File: config.mk
export PLATFORM = sky130hd
export DESIGN_NAME = sequenciador_display
export DESIGN_NICKNAME = d
export VERILOG_FILES = /design/src/rtl/sequenciador_pkg.sv /design/src/rtl/gerador_tick.sv /design/src/rtl/sequenciador_display.sv
export SDC_FILE = /design/constraint.sdc
export NUM_CORES = 1
export LEC_CHECK = 0
export ABC_AREA = 1
export ABC_CLOCK_PERIOD_IN_PS = 6800
export CAP_MARGIN = 20
export CORE_MARGIN = 3
export CORE_UTILIZATION = 40
export CTS_CLUSTER_SIZE = 40
export DETAILED_ROUTE_END_ITERATION = 7
export DONT_BUFFER_PORTS = 1
export PLACE_DENSITY_LB_ADDON = 0.08
export SETUP_SLACK_MARGIN = 0.3
export SYNTH_ARGS = -nofsm -noshare
export SYNTH_HDL_FRONTEND = slang
export SYNTH_SLANG_ARGS = --single-unit
export TNS_END_PERCENT = 1
File: constraint.sdc
create_clock -name clock -period 6.8 [get_ports clock]
set_clock_uncertainty 0.05 [all_clocks]
set_input_delay 1.02 -clock clock [delete_from_list [all_inputs] [get_ports clock]]
set_output_delay 1.02 -clock clock [all_outputs]
set_load 0.05 [all_outputs]
File: src/rtl/sequenciador_pkg.sv
// Shared types for the sequence display: command codes, FSM states
// and the active-low 7-segment encoder.
package sequenciador_pkg;

    typedef enum logic [1:0] {
        CMD_HOLD  = 2'b00,
        CMD_FWD   = 2'b01,
        CMD_BACK  = 2'b10,
        CMD_BLANK = 2'b11
    } cmd_t;

    typedef enum logic {
        RUN   = 1'b0,
        BLANK = 1'b1
    } estado_t;

    localparam logic [6:0] SEG_OFF = 7'b1111111;

    // Bit 6 = segment a ... bit 0 = segment g, active-low.
    function automatic logic [6:0] seg7(input logic [3:0] v);
        logic [6:0] s;
        unique case (v)
            4'd0:    s = 7'b0000001;
            4'd1:    s = 7'b1001111;
            4'd2:    s = 7'b0010010;
            4'd3:    s = 7'b0000110;
            4'd4:    s = 7'b1001100;
            4'd5:    s = 7'b0100100;
            4'd6:    s = 7'b0100000;
            4'd7:    s = 7'b0001111;
            4'd8:    s = 7'b0000000;
            4'd9:    s = 7'b0000100;
            default: s = SEG_OFF;
        endcase
        return s;
    endfunction

endpackage

File: src/rtl/gerador_tick.sv
// Free-running divider producing a one-cycle step strobe every
// DIV_MAX clock cycles.
module gerador_tick #(
    parameter int DIV_MAX = 50000000
) (
    input  logic clock,
    input  logic reset,
    output logic tick
);

    localparam int CW = (DIV_MAX > 1) ? $clog2(DIV_MAX) : 1;
    localparam logic [CW-1:0] LAST = CW'(DIV_MAX - 1);

    logic [CW-1:0] r_cont;

    always_ff @(posedge clock or posedge reset) begin
        if (reset) begin
            r_cont <= '0;
        end else if (r_cont == LAST) begin
            r_cont <= '0;
        end else begin
            r_cont <= r_cont + 1'b1;
        end
    end

    // Gated by reset so a coincident tick is suppressed (matters for DIV_MAX=1).
    assign tick = ~reset & (r_cont == LAST);

endmodule

File: src/rtl/sequenciador_display.sv
// Steps through a ROM of digits on each tick and shows a sliding
// window of DIGITS entries on 7-segment displays.
module sequenciador_display
    import sequenciador_pkg::*;
#(
    parameter int                   DIGITS  = 2,
    parameter int                   SEQ_LEN = 9,
    parameter logic [4*SEQ_LEN-1:0] SEQ_ROM = 36'h253750813,
    parameter int                   DIV_MAX = 50000000
) (
    input  logic                       clock,
    input  logic                       reset,
    input  logic [1:0]                 entradas,
    input  logic                       modo,
    output logic                       tick,
    output logic [$clog2(SEQ_LEN)-1:0] indice,
    output logic                       apagado,
    output logic [7*DIGITS-1:0]        HEX,
    output logic [6:0]                 previa
);

    localparam int IW = $clog2(SEQ_LEN);
    localparam logic [IW-1:0] ULT = IW'(SEQ_LEN - 1);

    function automatic logic [7*DIGITS-1:0] mostra(
        input estado_t       e,
        input logic [IW-1:0] idx
    );
        logic [7*DIGITS-1:0] h;
        int ent;
        h = '1;
        if (e == RUN) begin
            for (int k = 0; k < DIGITS; k++) begin
                ent = int'(idx) + k;
                if (ent >= SEQ_LEN) ent = ent - SEQ_LEN;
                h[7*k +: 7] = seg7(SEQ_ROM[4*ent +: 4]);
            end
        end
        return h;
    endfunction

    logic                w_tick;
    cmd_t                w_cmd;
    estado_t             w_prox_estado;
    logic [IW-1:0]       w_prox_indice;
    logic [7*DIGITS-1:0] w_prox_hex;

    estado_t             r_estado;
    logic [IW-1:0]       r_indice;
    logic [7*DIGITS-1:0] r_hex;

    gerador_tick #(
        .DIV_MAX(DIV_MAX)
    ) u_tick (
        .clock(clock),
        .reset(reset),
        .tick (w_tick)
    );

    always_comb begin
        w_prox_estado = r_estado;
        w_prox_indice = r_indice;
        w_cmd = (cmd_t'(entradas) == CMD_HOLD && modo) ? CMD_FWD
                                                       : cmd_t'(entradas);
        if (r_estado == RUN) begin
            unique case (w_cmd)
                CMD_HOLD:  w_prox_indice = r_indice;
                CMD_FWD:   w_prox_indice = (r_indice == ULT) ? '0
                                                              : r_indice + 1'b1;
                CMD_BACK:  w_prox_indice = (r_indice == '0) ? ULT
                                                             : r_indice - 1'b1;
                CMD_BLANK: w_prox_estado = BLANK;
            endcase
        end else if (entradas == CMD_FWD || entradas == CMD_BACK) begin
            // Leaving BLANK ignores modo and restarts the sequence.
            w_prox_estado = RUN;
            w_prox_indice = '0;
        end
    end

    assign w_prox_hex = mostra(w_prox_estado, w_prox_indice);

    always_ff @(posedge clock or posedge reset) begin
        if (reset) begin
            r_estado <= RUN;
            r_indice <= '0;
            r_hex    <= mostra(RUN, '0);
        end else if (w_tick) begin
            r_estado <= w_prox_estado;
            r_indice <= w_prox_indice;
            r_hex    <= w_prox_hex;
        end
    end

    assign tick    = w_tick;
    assign indice  = r_indice;
    assign apagado = (r_estado == BLANK);
    assign HEX     = r_hex;
    assign previa  = w_prox_hex[6:0];

endmodule
==> impl_metrics.py <==
metrics = {
    "status": {
        "result_of_the_run": "finished, final reports clean",
    },
    "global_route": {
        "grt_first_pass_wirelength_um": 12800,
        "grt_antenna_before_repair": 0,
        "vias_in_the_first_global_route": 2832,
        "track_usage": 0.154,
        "global_route.overflow_total": 0,
        "grt_start_max_net_pins": 47,
    },
    "power_and_ir_drop": {
        "irDropWorstVdd_mv": 0.113,
        "power.density_cell_area_nw_per_um2": 223,
        "power_uw": 825,
        "cell_leakage_power_nw": 1.92,
    },
    "drt": {
        "route.detailed.drc": 0,
        "first_pass_iters": 4,
        "route.antenna.remaining_nets": 0,
        "drt_first_iter_violations": 89,
        "via_count": 2847,
        "routedWlPerCell_um": 12.6,
        "number_of_vias_per_cell": 4.98,
        "routed_wl_um": 7190,
    },
    "logic_synthesis": {
        "compound_gate_fraction_of_synth_area": 0.0885,
        "synth.lib_cells_used.distinct": 45,
        "synthesis.area_um2": 3510,
        "post-synth-top-area-cell": "sky130_fd_sc_hd__dfrtp_1",
        "synth.area.mux_share": 0,
        "yosys_most_used_dff": "sky130_fd_sc_hd__dfrtp_1",
        "asyncSetResetFlopFracSynth": 1.00,
        "synth_xor_area_frac": 0.0303,
        "synth.yosys.warnings": 0,
        "yosys-top-cells-count": "sky130_fd_sc_hd__nand2_1 (101), sky130_fd_sc_hd__inv_1 (74), sky130_fd_sc_hd__dfrtp_1 (38)",
        "synth_seq_cells": 45,
        "instance_count_of_the_mapped_netlist": 466,
        "synth-simple-area-share": 0.370,
        "yosysSeqAreaShare": 0.324,
        "count_leader_synth": "sky130_fd_sc_hd__nand2_1",
        "post_synth_fa_ha_maj_area_fraction": 0.0749,
        "synth_top_family_by_area": "simple AND/OR/NAND/NOR gates",
        "post_synth_top_area_share": 0.271,
        "synth_edf_count": 0,
        "post_synthesis_net_count": 492,
        "syn-mean-instance-area_um2": 7.53,
        "synth_top_cells_by_area": "sky130_fd_sc_hd__dfrtp_1 (27%), sky130_fd_sc_hd__nand2_1 (11%), sky130_fd_sc_hd__inv_1 (7.9%)",
    },
    "clock_tree": {
        "post_cts_resize_count": 0,
        "post_cts_buffers": 0,
        "tritoncts.num_buffers": 5,
        "clock_tree_from_tritoncts": "done",
        "clk_pin_slew_ps": 100,
        "clock_insertion_delay_at_the_later_pin_of_the_skew_report_ps": 300,
        "clock_path_buffers": 2,
        "cts_num_sinks": 45,
        "cts.root.buffer_cell": "sky130_fd_sc_hd__clkbuf_8",
        "number_of_buffers_inserted_for_hold_repair_after_clock_tree_synthesis": 0,
        "cts-htree-levels": 2,
    },
    "placed_design": {
        "post-place-cells": 564,
        "post_dp_cell_area_um2": 3600,
        "placement.io_buffers": 0,
        "dpl_worst_slack_ps": 1430,
        "gp_congestion": 0.812,
        "post-dp-hpwl_um": 5440,
    },
    "worst_hold_path": {
        "timing.hold.worst.class": "reg -> reg",
        "min-delay-start": "u_tick.r_cont[0]",
        "hold_path_depth": 1,
        "worst_hold_path.endpoint": "u_tick.r_cont[0]",
    },
    "setup_path": {
        "largest_fanout_on_the_critical_path": 7,
        "critical_path.reg2reg.startpoint": "indice[0]",
        "crit_path_start_kind": "flop",
        "r2r_setup_slack_ps": 2250,
        "worstSetupEndpointType": "primary output",
        "path_class": "reg -> out",
        "worst_ep_required_time_ps": 5730,
        "regToRegEndpoint": "HEX[3]",
        "reg2reg_depth": 21,
        "arrival_ps": 4540,
    },
    "timing": {
        "hold_slack_ps": 443,
        "fmax_ghz": 0.178,
        "min_period_over_period": 0.826,
        "fin_ws_ps": 1190,
        "final_max_slew_viol_count": 0,
        "final_hold_viol_count": 0,
        "fin_setup_tns_ps": 0,
        "final_period_minus_worst_setup_slack_ps": 5610,
        "unrepaired_setup_endpoints_after_global_routing": "false",
        "setup-violations-final": 0,
        "maxSlewHeadroom": 0.300,
        "slew_of_the_pin_with_the_lowest_slew_margin_ps": 1040,
    },
    "cells_and_area": {
        "post_layout_util": 0.442,
        "design_area_um2": 3710,
        "filler_cell_count": 881,
        "finish.cell_count_without_fillers": 572,
        "n_antenna_cell": 0,
        "final_layout_size_suffix_gt1_frac": 0.193,
        "layout-area-overhead-vs-synth_pct": 5.67,
        "finalNetCount": 492,
    },
    "floorplanning": {
        "die_width_um": 99.6,
        "initial_core_util": 0.418,
        "floorplan.rows": 33,
        "die_area_um2": 9930,
        "core-area_um2": 8380,
        "io_pins": 32,
        "fp.dieH_um": 99.6,
    },
    "run": {
        "max_capacitance_violation_total": 0,
    },
}
-- flip-flops by register name (all words and copies together), names as in the netlist --
register       flops
apagado            1
indice             4
HEX               14
u_tick.r_cont     26
-- where the power goes --
part           internal, mW  switching [mW]  total, mW
sequential            0.272          0.0183      0.291
combinational        0.0927           0.235      0.328
clock                 0.109          0.0972      0.207
total                 0.474           0.351      0.825
-- layout by cell type, fill, tap and decap left out, drive strengths merged, types with 3 or more instances in the layout --
cell type  instances
a21oi             19
a2bb2oi            3
buf                3
clkbuf             6
dfrtp             38
dfstp              7
ha                21
inv               86
nand2            121
nand3             41
nand4             13
nor2              41
nor3              12
nor4               7
o21ai             24
or2                4
xor2               8
-- final cells by class --
class	instances	area, um^2	area share
Sequential cell	45	1130	0.306
Clock buffer	6	72.6	0.0196
Inverter	87	330	0.0891
Timing Repair Buffer	3	22.5	0.00608
Multi-Input combinational cell	324	1980	0.534
Tap cell	105	131	0.0354
Clock inverter	2	35.0	0.00945
-- kinds of logic (layout without fill, tap and decap cells) --
group / count (synthesis) / count (layout)
AO/OA/AOI/OAI: 50 / 50
XOR/XNOR: 10 / 10
adder cells (fa/ha/maj): 21 / 21
buffers and inverters: 97 / 98
flip-flops: 45 / 45
AND/OR/NAND/NOR: 243 / 243
-- critical path, stage by stage (launching register included) --
cell and delay, ps:
sky130_fd_sc_hd__dfrtp_1 770, sky130_fd_sc_hd__inv_1 230, sky130_fd_sc_hd__ha_1 310, sky130_fd_sc_hd__nand3_1 110
sky130_fd_sc_hd__nand3_1 80, sky130_fd_sc_hd__nand3_1 90, sky130_fd_sc_hd__nand2_2 70, sky130_fd_sc_hd__nand2_2 130
sky130_fd_sc_hd__inv_1 110, sky130_fd_sc_hd__ha_1 390, sky130_fd_sc_hd__inv_1 130, sky130_fd_sc_hd__o21ai_4 230
sky130_fd_sc_hd__inv_2 70, sky130_fd_sc_hd__o21ai_1 130, sky130_fd_sc_hd__nand2_1 70, sky130_fd_sc_hd__nand2_2 110
sky130_fd_sc_hd__ha_1 240, sky130_fd_sc_hd__inv_1 80, sky130_fd_sc_hd__nor2_1 50, sky130_fd_sc_hd__o21ai_1 820
-- layer usage --
layer,share of wire,vias to the layer above,global-route usage,routed length [um]
met5,0,-,0,0
met4,0.024,0,0.0567,174
met3,0.026,12,0.0259,185
met2,0.46,32,0.256,3340
met1,0.49,1329,0.202,3490
li1,-,1474,-,-
-- how the worst max path moves through the flow --
stage	slack, ps	cells past startpoint	start	end
floorplan	2110	18	entradas[0]	previa[1]
global placement	1540	17	entradas[0]	previa[3]
detailed placement	1430	17	entradas[0]	previa[3]
CTS	1180	19	indice[0]	previa[3]
global route	880	22	indice[0]	previa[3]
finish	1190	19	indice[0]	previa[3]
No activity file was read; power rests on OpenSTA's default activity.
